**src/rtl/gate_pkg.sv**
```systemverilog
// Shared definitions for the gate exerciser family.
//   OP_* : gate type encoding carried on the 3-bit op bus
//   state_e : exerciser FSM states
//   gate_eval(op, vec, width) : golden output of a width-input gate
package gate_pkg;

  localparam int MAX_W = 16;

  localparam logic [2:0] OP_BUF  = 3'd0;
  localparam logic [2:0] OP_NOT  = 3'd1;
  localparam logic [2:0] OP_AND  = 3'd2;
  localparam logic [2:0] OP_NAND = 3'd3;
  localparam logic [2:0] OP_OR   = 3'd4;
  localparam logic [2:0] OP_NOR  = 3'd5;
  localparam logic [2:0] OP_XOR  = 3'd6;
  localparam logic [2:0] OP_XNOR = 3'd7;

  typedef enum logic [1:0] {
    ST_IDLE  = 2'd0,
    ST_DRIVE = 2'd1,
    ST_CHECK = 2'd2,
    ST_DONE  = 2'd3
  } state_e;

  // Reductions only span the low 'width' bits; for width == 1 they
  // collapse onto vec[0], so AND/OR/XOR act as BUF and the inverted
  // forms as NOT without a special case.
  function automatic logic gate_eval(input logic [2:0] op,
                                     input logic [MAX_W-1:0] vec,
                                     input int width);
    logic r_and, r_or, r_xor;
    r_and = 1'b1;
    r_or  = 1'b0;
    r_xor = 1'b0;
    for (int i = 0; i < MAX_W; i++) begin
      if (i < width) begin
        r_and = r_and & vec[i];
        r_or  = r_or  | vec[i];
        r_xor = r_xor ^ vec[i];
      end
    end
    case (op)
      OP_BUF:  gate_eval = vec[0];
      OP_NOT:  gate_eval = ~vec[0];
      OP_AND:  gate_eval = r_and;
      OP_NAND: gate_eval = ~r_and;
      OP_OR:   gate_eval = r_or;
      OP_NOR:  gate_eval = ~r_or;
      OP_XOR:  gate_eval = r_xor;
      default: gate_eval = ~r_xor;
    endcase
  endfunction

endpackage

```
**src/rtl/gate_ref_model.sv**
```systemverilog
// Combinational golden model for a WIDTH-input gate.
//   op  : gate type (gate_pkg OP_* encoding)
//   vec : gate input vector
//   y   : expected gate output
module gate_ref_model
  import gate_pkg::*;
#(
  parameter int WIDTH = 2
) (
  input  logic [2:0]       op,
  input  logic [WIDTH-1:0] vec,
  output logic             y
);

  logic [MAX_W-1:0] vec_ext;

  assign vec_ext = MAX_W'(vec);
  assign y       = gate_eval(op, vec_ext, WIDTH);

endmodule

```
**src/rtl/gate_exerciser.sv**
```systemverilog
// Clocked stimulus generator and checker for single-output gate DUTs.
// Sweeps all 2^WIDTH input vectors PASSES times, two cycles per vector
// (DRIVE lets the DUT settle, CHECK compares against the golden model).
//   clk, reset    : clock, synchronous active-high reset
//   start, op     : run request and gate type (latched on accepted start)
//   stim          : registered DUT input vector
//   dut_out       : DUT response to stim
//   busy, done    : run in progress / run finished
//   pass          : no mismatches in the finished run
//   err_pulse     : one cycle per mismatch, aligned with err_count update
//   err_count     : saturating mismatch count
//   first_err_vec : stim of the first mismatch, 0 if none
module gate_exerciser
  import gate_pkg::*;
#(
  parameter int WIDTH  = 2,
  parameter int PASSES = 4,
  parameter int ECW    = 8
) (
  input  logic             clk,
  input  logic             reset,
  input  logic             start,
  input  logic [2:0]       op,
  output logic [WIDTH-1:0] stim,
  input  logic             dut_out,
  output logic             busy,
  output logic             done,
  output logic             pass,
  output logic             err_pulse,
  output logic [ECW-1:0]   err_count,
  output logic [WIDTH-1:0] first_err_vec
);

  localparam logic [7:0] LAST_PASS = 8'(PASSES - 1);

  state_e           state_q, state_d;
  logic [2:0]       op_q, op_d;
  logic [WIDTH-1:0] stim_q, stim_d;
  logic [7:0]       pass_cnt_q, pass_cnt_d;
  logic [ECW-1:0]   err_count_q, err_count_d;
  logic [WIDTH-1:0] first_err_q, first_err_d;
  logic             err_pulse_q, err_pulse_d;
  logic             golden;

  gate_ref_model #(.WIDTH(WIDTH)) u_ref (
    .op  (op_q),
    .vec (stim_q),
    .y   (golden)
  );

  always_comb begin
    state_d     = state_q;
    op_d        = op_q;
    stim_d      = stim_q;
    pass_cnt_d  = pass_cnt_q;
    err_count_d = err_count_q;
    first_err_d = first_err_q;
    err_pulse_d = 1'b0;
    case (state_q)
      ST_IDLE, ST_DONE: begin
        if (start) begin
          state_d     = ST_DRIVE;
          op_d        = op;
          stim_d      = '0;
          pass_cnt_d  = '0;
          err_count_d = '0;
          first_err_d = '0;
        end
      end
      ST_DRIVE: state_d = ST_CHECK;
      ST_CHECK: begin
        if (dut_out != golden) begin
          err_pulse_d = 1'b1;
          if (err_count_q != '1) err_count_d = err_count_q + ECW'(1);
          // A zero count means nothing has failed yet this run.
          if (err_count_q == '0) first_err_d = stim_q;
        end
        if (stim_q != '1) begin
          stim_d  = stim_q + WIDTH'(1);
          state_d = ST_DRIVE;
        end else if (pass_cnt_q != LAST_PASS) begin
          pass_cnt_d = pass_cnt_q + 8'd1;
          stim_d     = '0;
          state_d    = ST_DRIVE;
        end else begin
          state_d = ST_DONE;
        end
      end
      default: state_d = ST_IDLE;
    endcase
  end

  always_ff @(posedge clk) begin
    if (reset) begin
      state_q     <= ST_IDLE;
      op_q        <= '0;
      stim_q      <= '0;
      pass_cnt_q  <= '0;
      err_count_q <= '0;
      first_err_q <= '0;
      err_pulse_q <= 1'b0;
    end else begin
      state_q     <= state_d;
      op_q        <= op_d;
      stim_q      <= stim_d;
      pass_cnt_q  <= pass_cnt_d;
      err_count_q <= err_count_d;
      first_err_q <= first_err_d;
      err_pulse_q <= err_pulse_d;
    end
  end

  assign stim          = stim_q;
  assign busy          = (state_q == ST_DRIVE) || (state_q == ST_CHECK);
  assign done          = (state_q == ST_DONE);
  assign pass          = done && (err_count_q == '0);
  assign err_pulse     = err_pulse_q;
  assign err_count     = err_count_q;
  assign first_err_vec = first_err_q;

endmodule

```
**config.mk**
```make
export PLATFORM = sky130hd
export DESIGN_NAME = gate_exerciser
export DESIGN_NICKNAME = d
export VERILOG_FILES = /design/src/rtl/gate_pkg.sv /design/src/rtl/gate_ref_model.sv /design/src/rtl/gate_exerciser.sv
export SDC_FILE = /design/constraint.sdc
export NUM_CORES = 1
export LEC_CHECK = 0
export BUFFER_PORTS_ARGS = -buffer_cell sky130_fd_sc_hd__buf_2
export CAP_MARGIN = 20
export CORE_UTILIZATION = 50
export DETAILED_ROUTE_END_ITERATION = 10
export GPL_ROUTABILITY_DRIVEN = 0
export GPL_TIMING_DRIVEN = 0
export PLACE_DENSITY = 0.8
export SLEW_MARGIN = 5
export SYNTH_ARGS = -nofsm -noshare
export SYNTH_HDL_FRONTEND = slang
export SYNTH_SLANG_ARGS = --single-unit
```
**constraint.sdc**
```tcl
create_clock -name clk -period 2.1 [get_ports clk]
set_input_delay 0 -clock clk [delete_from_list [all_inputs] [get_ports clk]]
set_output_delay 0 -clock clk [all_outputs]
set_load 0.01 [all_outputs]
```
==> Implementation_results.wiki <==
{| class="wikitable"
! Metric !! Value
|-
| Mapped Nets || 198
|-
| Worst min-delay path category || input pin to flip-flop
|-
| Leading area contributor after synthesis || dfxtp_1
|-
| Number of setup violations in the final report || 0
|-
| Horizontal die dimension || 56.85 µm
|-
| H-tree levels || 1
|-
| Number of DRC markers after the initial detailed-route iteration || 98
|-
| Category of the most critical setup path || flip-flop to flip-flop
|-
| Most used flip-flop cell after synthesis || dfxtp_1
|-
| Die area || 3231 µm²
|-
| Routed wire length on met2 || 1.919 mm
|-
| Worst R2R Setup Slack || 0.05 ns
|-
| Seq/Total Area, Yosys || 34.61%
|-
| Share of synthesized registers carrying an async set or reset || 0%
|-
| Run status || complete, no violations
|-
| Pin slew with the least headroom to its limit || 0.5419 ns
|-
| Global-route wire length before repair || 5.871 mm
|-
| Post-Syn Area per Cell || 8.263 µm²
|-
| Hpwl dp || 2.370 mm
|-
| Top sig layer || met4
|-
| Wire length on met1 || 1.780 mm
|-
| Placeable core region || 2805 µm²
|-
| Share of synthesized cell area in and, or, nand and nor gates || 28.04%
|-
| Insertion delay of the later-clocked pin in the worst-skew pair || 0.33 ns
|-
| CTS max path bufs || 2
|-
| Endpoint of the worst register-to-register path || err_count[7]
|-
| Antenna diode count || 0
|-
| Power Dens Cells || 958.5 nW/µm²
|-
| Worst clock skew || 0.002673 ns
|-
| CP Max Fanout || 8
|-
| Detail Route met3 WL || 188 µm
|-
| Row cnt || 19
|-
| Signed area change from the synthesized netlist to the final layout || 27.62%
|-
| Period utilization || 97.43%
|-
| Main combinational cell family by area after synthesis || simple AND/OR/NAND/NOR gates
|-
| Pin count of the biggest net entering global routing || 15
|-
| Port Buf Inserts || 21
|-
| Largest vdd supply drop || 0.7603 mV
|-
| Boundary pin count || 23
|-
| Vert. Die Dim || 56.85 µm
|-
| Remaining antenna violation count || 0
|-
| TritonCTS clock tree || built
|-
| Compound-Gate Fraction of Synth Area || 17.80%
|-
| Remaining max-slew budget at the tightest pin || 63.87%
|-
| Area share of the largest cell type after synthesis || 34.61%
|-
| Cell count of the worst reg-to-reg path || 8
|-
| Leakage dissipation || 0.7681 nW
|-
| Reg-to-reg startpoint || stim[0]
|-
| Routed wire per std cell || 15.58 µm
|-
| Count of max-cap constraint violations || 0
|-
| Total iterations of the first detailed-routing run || 4
|-
| Detailed Route WL || 3.925 mm
|-
| Via Count || 1,495
|-
| Setup repair after global routing missed its margin || yes
|-
| Max-slew violation total from the final report || 0
|-
| Total grt overflow || 0
|-
| Max Clock Freq || 488.8 MHz
|-
| Number of antenna violations at the first check in global routing || 0
|-
| Via count of the first global-routing pass || 1,270
|-
| Global-route usage over all layers || 23.08%
|-
| Mapped Cells || 182
|-
| Critical path endpoint category || flip-flop
|-
| Arrival time at the worst endpoint || 2.30 ns
|-
| Remaining design rule violation count || 0
|-
| Register bit count reported by yosys || 26
|-
| Layout cells sized above 1 || 24.89%
|-
| Final net count || 238
|-
| Via count normalized by instance count || 5.933
|-
| Fin. Hold Viols || 0
|-
| Type of origin of the critical path || flip-flop
|-
| Number of buffers added by the clock tree synthesis step || 3
|-
| Initial core utilization || 53.61%
|-
| Clock sink count || 26
|-
| Final critical-path required period || 2.046 ns
|-
| Number of flops mapped to enable cells by yosys || 0
|-
| Setup crit end || err_count[7]
|-
| Mapped Area || 1504 µm²
|-
| Share of cell area taken by muxes after synthesis || 1.997%
|-
| Overall power consumption || 0.001840 W
|-
| Root Buffer Master || clkbuf_4
|-
| Leading cell types by total area after synthesis || dfxtp_1 35%, ha_1 7.5%, nand2_1 5.2%
|-
| Final setup TNS || 0 ns
|-
| Clock-pin slew of the registers on the worst-case setup and hold paths || 0.14 ns
|-
| Number of distinct library cells after synthesis || 42
|-
| Critical path data required time || 2.35 ns
|-
| Post-synthesis xor/xnor area fraction || 5.824%
|-
| Crit. Startpoint || stim[0]
|-
| Fraction of the mapped netlist area in adder cells || 7.488%
|-
| Final core utilization || 68.42%
|-
| Count of warnings emitted by yosys || 0
|}
## report_power, final
part | switching, W | leakage (nW) | internal (W)
clock network | 0.000155 | 0.0210 | 0.000106
registers | 0.0000537 | 0.212 | 0.000536
logic | 0.000551 | 0.535 | 0.000438
total | 0.000760 | 0.768 | 0.00108
## synthesized netlist by cell type, types with 2 or more instances
cell,number
a21o_1,2
a21oi_1,7
a31o_2,2
a31oi_1,10
a32o_1,2
a41o_1,2
and2_1,4
clkbuf_1,4
dfxtp_1,26
ha_1,9
inv_1,7
mux2i_1,3
nand2_1,21
nand2b_1,4
nand3_1,14
nand4_1,5
nor2_1,20
nor3b_1,5
nor4_1,2
o21ai_0,3
xnor2_1,4
xor2_1,6
## worst min-delay path by stage
stage | end | startpoint | depth (start not counted)
global route | state_q[1] | start | 4
global placement | op_q[0] | op[0] | 3
floorplan | op_q[0] | op[0] | 2
detailed placement | op_q[0] | op[0] | 3
CTS | state_q[1] | start | 4
finish | state_q[1] | start | 4
## cell usage in the layout, fill, tap and decap left out, types with 2 or more instances in the layout
cell type / instances
dfxtp_1: 23
buf_2: 22
nand2_1: 21
nor2_1: 20
nand3_1: 14
a31oi_1: 9
inv_1: 7
a21oi_1: 7
ha_1: 7
xor2_1: 6
dlygate4sd3_1: 6
nand4_1: 5
buf_4: 5
clkbuf_1: 4
and2_1: 4
nand2b_1: 4
buf_6: 3
xnor2_1: 3
nor3b_1: 3
o21ai_0: 3
clkbuf_4: 3
a31o_2: 2
mux2i_1: 2
a41o_1: 2
a32o_1: 2
a21o_1: 2
dfxtp_2: 2
## worst max-delay path: stages (launching register included)
cell and delay (ns):
dfxtp_4 0.42, inv_1 0.09, ha_4 0.26, a21oi_2 0.18, xnor2_2 0.11, a211oi_4 0.37
buf_6 0.17, nand4_1 0.13, a31oi_1 0.25
## state kept, by name (all words and copies together), names as in the netlist
name / flops
state_q: 2
first_err_vec: 2
err_pulse: 1
pass_cnt_q: 8
stim: 2
op_q: 3
err_count: 8
## kinds of logic after synthesis
kind of cell               Yosys count
AOI/OAI and AO/OA                   36
xor gates and xnor gates            10
adders and majority gates            9
buffers and inverters               14
DFF                                 26
muxes                                3
and+or+nand+nor                     84
## area by class of cell
type                            instances  area (µm²)
Multi-Input combinational cell        142        1010
Clock buffer                            4       36.28
Timing Repair Buffer                   35       239.0
Inverter                                7       26.28
Tap cell                               31       38.79
Sequential cell                        26       526.8
Buffer                                  7       42.54
Fill cell                             234       885.9
## per-stage QoR
step	instances	setup slack [ns]	instance area, µm²	hold slack [ns]
finish	252	0.05405	1919	0.09601
CTS	245	0.008211	1794	0.06377
detailed placement	234	-0.2906	1648	0.2596
global route	252	-0.02254	1919	0.1239
floorplan	182	0.05249	1504	0.1475
global placement	234	-0.2412	1648	0.2562
## timing repair
action,CTS,global route
pin swaps,1,5
endpoints found under the setup margin,16,11
gates cloned,0,1
hold buffers,6,0
endpoints found under the hold margin,3,0
buffers inserted,1,6
gates resized for setup,9,12
## metal layers
metal / up-vias / track usage [%]
met4: 0 / 4.530
li1: 727 / -
met2: 58 / 39.29
met1: 702 / 30.59
met5: - / 0
met3: 8 / 4.147
(Power assumes the default switching activity.)
